===== src/rtl/gray2binary_pipe.sv =====
// Pipelined Gray-to-binary decoder with a single-bit-step checker on accepted words.
// Latency: N = WIDTH/STAGE_BITS cycles; registered outputs; throughput 1 word/cycle.
// Backpressure: the whole pipe advances only when the output slot is empty or taken (in_ready = adv).
module gray2binary_pipe #(
    parameter int WIDTH      = 12,
    parameter int STAGE_BITS = 4
) (
    input  logic             clk,
    input  logic             rst,
    input  logic             in_valid,
    output logic             in_ready,
    input  logic [WIDTH-1:0] in_gray,
    output logic             out_valid,
    input  logic             out_ready,
    output logic [WIDTH-1:0] out_bin,
    output logic             step_err,
    output logic [7:0]       err_count
);

    localparam int N = WIDTH / STAGE_BITS;

    logic             adv;
    logic             accept;
    logic             step_tag;
    logic [WIDTH-1:0] gray_diff;

    logic [WIDTH-1:0] prev_gray_q, prev_gray_d;
    logic             have_prev_q, have_prev_d;
    logic [7:0]       err_count_q, err_count_d;

    logic [WIDTH-1:0] stg_gray [N];
    logic [WIDTH-1:0] stg_bin  [N];
    logic             stg_vld  [N];
    logic             stg_err  [N];

    assign out_valid = stg_vld[N-1];
    assign out_bin   = stg_bin[N-1];
    assign step_err  = stg_err[N-1];
    assign err_count = err_count_q;

    // Bubbles are not collapsed: every stage moves together on adv.
    assign adv      = !out_valid | out_ready;
    assign in_ready = adv;
    assign accept   = in_valid & adv;

    // More than one bit set <=> clearing the lowest set bit leaves something.
    assign gray_diff = in_gray ^ prev_gray_q;
    assign step_tag  = have_prev_q & (|(gray_diff & (gray_diff - WIDTH'(1))));

    always_comb begin
        prev_gray_d = prev_gray_q;
        have_prev_d = have_prev_q;
        err_count_d = err_count_q;
        if (accept) begin
            prev_gray_d = in_gray;
            have_prev_d = 1'b1;
        end
        if (out_valid && out_ready && step_err && (err_count_q != 8'hFF)) begin
            err_count_d = err_count_q + 8'd1;
        end
    end

    always_ff @(posedge clk) begin
        if (rst) begin
            prev_gray_q <= '0;
            have_prev_q <= 1'b0;
            err_count_q <= '0;
        end else begin
            prev_gray_q <= prev_gray_d;
            have_prev_q <= have_prev_d;
            err_count_q <= err_count_d;
        end
    end

    for (genvar k = 0; k < N; k++) begin : g_stage
        localparam int HI = WIDTH - 1 - k * STAGE_BITS;

        logic [WIDTH-1:0]      src_gray;
        logic [WIDTH-1:0]      src_bin;
        logic                  src_vld;
        logic                  src_err;
        logic                  seed;
        logic [STAGE_BITS:0]   chain;
        logic [STAGE_BITS-1:0] res_bits;
        logic [WIDTH-1:0]      res_bin;

        logic [WIDTH-1:0]      gray_q, gray_d;
        logic [WIDTH-1:0]      bin_q, bin_d;
        logic                  vld_q, vld_d;
        logic                  err_q, err_d;

        if (k == 0) begin : g_head
            assign src_gray = in_gray;
            assign src_bin  = '0;
            assign src_vld  = in_valid;
            assign src_err  = step_tag;
            assign seed     = 1'b0;
        end else begin : g_body
            assign src_gray = stg_gray[k-1];
            assign src_bin  = stg_bin[k-1];
            assign src_vld  = stg_vld[k-1];
            assign src_err  = stg_err[k-1];
            // Lowest binary bit resolved by the previous stage seeds the XOR chain.
            assign seed     = stg_bin[k-1][WIDTH - k * STAGE_BITS];
        end

        assign chain[0] = seed;
        for (genvar j = 0; j < STAGE_BITS; j++) begin : g_bit
            assign chain[j+1]                 = chain[j] ^ src_gray[HI - j];
            assign res_bits[STAGE_BITS-1-j]   = chain[j+1];
        end

        always_comb begin
            res_bin                      = src_bin;
            res_bin[HI -: STAGE_BITS]    = res_bits;
        end

        always_comb begin
            gray_d = gray_q;
            bin_d  = bin_q;
            vld_d  = vld_q;
            err_d  = err_q;
            if (adv) begin
                gray_d = src_gray;
                bin_d  = res_bin;
                vld_d  = src_vld;
                err_d  = src_err;
            end
        end

        always_ff @(posedge clk) begin
            if (rst) begin
                gray_q <= '0;
                bin_q  <= '0;
                vld_q  <= 1'b0;
                err_q  <= 1'b0;
            end else begin
                gray_q <= gray_d;
                bin_q  <= bin_d;
                vld_q  <= vld_d;
                err_q  <= err_d;
            end
        end

        assign stg_gray[k] = gray_q;
        assign stg_bin[k]  = bin_q;
        assign stg_vld[k]  = vld_q;
        assign stg_err[k]  = err_q;
    end

endmodule


===== config.mk =====
export PLATFORM = sky130hd
export DESIGN_NAME = gray2binary_pipe
export DESIGN_NICKNAME = d
export VERILOG_FILES = /design/src/rtl/gray2binary_pipe.sv
export SDC_FILE = /design/constraint.sdc
export NUM_CORES = 1
export LEC_CHECK = 0
export CAP_MARGIN = 0
export CORE_MARGIN = 3
export CORE_UTILIZATION = 55
export CTS_CLUSTER_DIAMETER = 40
export DETAILED_ROUTE_END_ITERATION = 10
export DONT_BUFFER_PORTS = 1
export PLACE_DENSITY_LB_ADDON = 0.12
export SETUP_SLACK_MARGIN = 0.5
export SLEW_MARGIN = 10
export SYNTH_ARGS = -nofsm -noshare
export SYNTH_HDL_FRONTEND = slang
export SYNTH_SLANG_ARGS = --single-unit
export TNS_END_PERCENT = 5

===== constraint.sdc =====
create_clock -name clk -period 1.4 [get_ports clk]
set_input_delay 0.28 -clock clk [delete_from_list [all_inputs] [get_ports clk]]
set_output_delay 0.28 -clock clk [all_outputs]
set_load 0.01 [all_outputs]

==> run_results.csv <==
group,metric,value,unit
hold_path,hp-class,"in2reg",
global_routing,grt_max_degree,64,
die,io_pins,39,
timing,fin_hold_ws,0.393,ps
worst_setup_path,path_max_fanout,3,
global_routing,antenna_found_initial,0,
final_layout,area.growth.synth_to_final,23.7,%
timing,slew_violations,0,
clocking,clk_path_buf_depth,2,
worst_setup_path,critPathMaxStageDelay,460,ps
placed_design,dp_hpwl,3.43,mm
detailed_routing,wl,5.43,mm
synth,synth_cells,309,
timing,grt_setup_unrepaired,"yes",
hold_path,min_from,"rst",
timing,fin_crit,1410,ps
synth,yosysTopAreaCell,"dfxtp_1",
synth,synth_area_leaders,"dfxtp_1 (49%), nand2_1 (13%), a21oi_1 (9.0%)",
detailed_routing,wl_per_cell,14.2,µm
clocking,cts_tree,"built",
detailed_routing,wl_met3,276,µm
final_layout,fin_util,0.715,
worst_setup_path,end_kind,"flip-flop",
worst_setup_path,path_cells,"xnor3_2, xor2_2, xnor2_1, nand2_1, a21oi_2",
clocking,clk_latency,330,ps
detailed_routing,drt_first_pass_iters,4,
die,die_h,74.1,µm
timing,setup_tns,-21.8,ps
timing,timing.fmax,707,MHz
clocking,cts-root-buf,"clkbuf_8",
worst_setup_path,worst_ep_required_time,1670,ps
synth,synth-edff-count,0,
power_and_ir_drop,power_density,1280,mW/mm²
detailed_routing,initialDrtViolationCount,81,
synth,syn-cell-area,0.00255,mm²
die,design.core.area,0.00441,mm²
worst_setup_path,rr_startpoint,"g_stage[0].gray_q[7]",
synth,yosys-top-cells-count,"nand2_1 (90), dfxtp_1 (63), a21oi_1 (46), nor2_1 (27), xor2_1 (15)",
final_layout,layout.nets,343,
timing,slew_headroom,0.790,
placed_design,routabilityCongestion,0.874,
outcome,status,"complete, but fails checks",
synth,ys_types,35,
die,dieArea,0.00549,mm²
timing,layout_setup_ws,-14.2,ps
worst_setup_path,ff2ff_setup_slack,-10,ps
detailed_routing,drtAntennaViolNets,0,
synth,async_flop_share,0,
worst_setup_path,critPathLaunchType,"flip-flop",
synth,ys_warn_count,0,
clocking,cts-htree-levels,3,
timing,final-hold-violation-count,0,
hold_path,hold_depth,1,
die,num_rows,24,
timing,fin_worst_skew,7.85,ps
clocking,cts_made_buffers,9,
placed_design,dp_slack,-33.3,ps
timing,setup_viol,2,
detailed_routing,drc,0,
final_layout,drive_gt1_frac,0.270,
synth,synth_top_cell_area_share,0.494,
synth,synth_nets,326,
timing,worstMarginPinSlew,313,ps
worst_setup_path,critPathKind,"reg2reg",
clocking,cts_sinks,63,
worst_setup_path,startpoint,"g_stage[0].gray_q[7]",
synth,yosysMostFrequentCell,"nand2_1",
worst_setup_path,cp.arrival,1680,ps
power_and_ir_drop,ir_drop,0.666,mV
synth,avgSynthCellArea,8.26,µm²
run,drv_cap,0,
global_routing,grt_pass1_vias,1880,
synth,ys_ff_latch,63,
die,initial_utilization,0.578,
final_layout,fillers,349,
worst_setup_path,critPathSlowestCell,"xnor3_2",
synth,synth_seq_area_share,0.494,
global_routing,grt_util_all_layers,0.207,
detailed_routing,wl_met2,2.57,mm
detailed_routing,num_vias,2033,
worst_setup_path,timing.rr.end,"g_stage[1].bin_q[4]",
clocking,clkTransAtPathRegs,70,ps
final_layout,antenna_cells,0,
timing,fin_crit_sh,1.01,
outcome,violations,"negative setup slack",
synth,synthFlopType,"dfxtp_1",
global_routing,overflow,0,
detailed_routing,highest_layer,"met4",
hold_path,min_to,"out_bin[11]",
global_routing,grt_pass1_wl,8.49,mm
detailed_routing,wl_met1,2.49,mm
worst_setup_path,rr_worst_depth,5,
placed_design,port_buffers,0,
power_and_ir_drop,leakage,1.22,nW
detailed_routing,via_per_inst,5.32,
die,dieWidth,74.1,µm
## registers in the layout, summed over array words and instances, names as in the netlist
name            flops
g_stage.err_q       2
out_bin            12
prev_gray_q        12
step_err            1
err_count           8
g_stage.gray_q     12
out_valid           1
have_prev_q         1
g_stage.bin_q      12
g_stage.vld_q       2
## power breakdown
part | switching, mW | leakage, nW | internal [mW]
Sequential | 0.0932 | 0.530 | 1.92
Combinational | 0.231 | 0.586 | 0.254
Clock | 0.651 | 0.105 | 0.899
Total | 0.974 | 1.22 | 3.07
## layout make-up
class	count	area (µm²)	area share
clock inverter	4	45.0	0.0143
timing repair buffer	23	235	0.0745
inverter	2	10.0	0.00317
multi-input combinational	227	1350	0.427
tap	52	65.1	0.0206
clock buffer	11	151	0.0480
sequential	63	1300	0.413
## through the flow
| step | instances | power [mW] | cell area, µm² |
|---|---|---|---|
| 3_3_place_gp | 361 | 2.44 | 2720 |
| 6_report | 382 | 4.05 | 3160 |
| 3_5_place_dp | 361 | 2.45 | 2720 |
| 2_1_floorplan | 309 | 2.36 | 2600 |
| 5_1_grt | 382 | 4.22 | 3160 |
| 4_1_cts | 379 | 4.04 | 3000 |
## metal layers
| metal | vias to the layer above | track usage |
|---|---|---|
| li1 | 1052 | - |
| met1 | 926 | 0.257 |
| met2 | 44 | 0.313 |
| met3 | 11 | 0.0743 |
| met4 | 0 | 0.111 |
| met5 | - | 0 |
## cell families after synthesis
| group | share of synthesized area |
|---|---|
| adder cells (fa/ha/maj) | 0.00883 |
| AND/OR/NAND/NOR | 0.206 |
| AO/OA/AOI/OAI | 0.139 |
| multiplexers | 0.00785 |
| buffers and inverters | 0.0333 |
| flip-flops | 0.494 |
| XOR/XNOR | 0.110 |
## critical path: cells and delay by family (launching register included)
kind | cells | cell delay [ps]
xor gates and xnor gates | 3 | 790
DFF | 1 | 350
AOI/OAI and AO/OA | 1 | 130
and+or+nand+nor | 1 | 90
## placed cells by master (no fill, tap or decap), drive strengths merged, types with 2 or more instances in the layout
cell,netlist,routed
a211oi,6,6
a221oi,2,2
xnor2,12,12
xor2,15,15
a21oi,47,47
clkinv,0,3
nand3,4,4
xnor3,2,2
dfxtp,63,63
buf,8,23
nor3,3,3
nor2,27,27
or3,2,2
o21ai,2,2
clkbuf,9,11
mux2i,2,2
inv,2,2
nand2,90,90
## how the worst max path moves through the flow
stage	slack [ps]	endpoint
after floorplan	80	g_stage[1].bin_q[4]
after detailed placement	-30	out_bin[0]
final	-10	g_stage[1].bin_q[4]
after global placement	30	g_stage[0].err_q
after CTS	10	out_bin[0]
after global routing	-90	g_stage[0].err_q
## timing repair
| action | CTS | global route |
|---|---|---|
| endpoints found under the setup margin | 86 | 86 |
| buffers inserted | 3 | 3 |
| hold endpoints to repair | 47 | 38 |
| gates resized for setup | 16 | 41 |
| pin swaps | 9 | 16 |
Note: power is estimated with default switching activity, not from simulation.
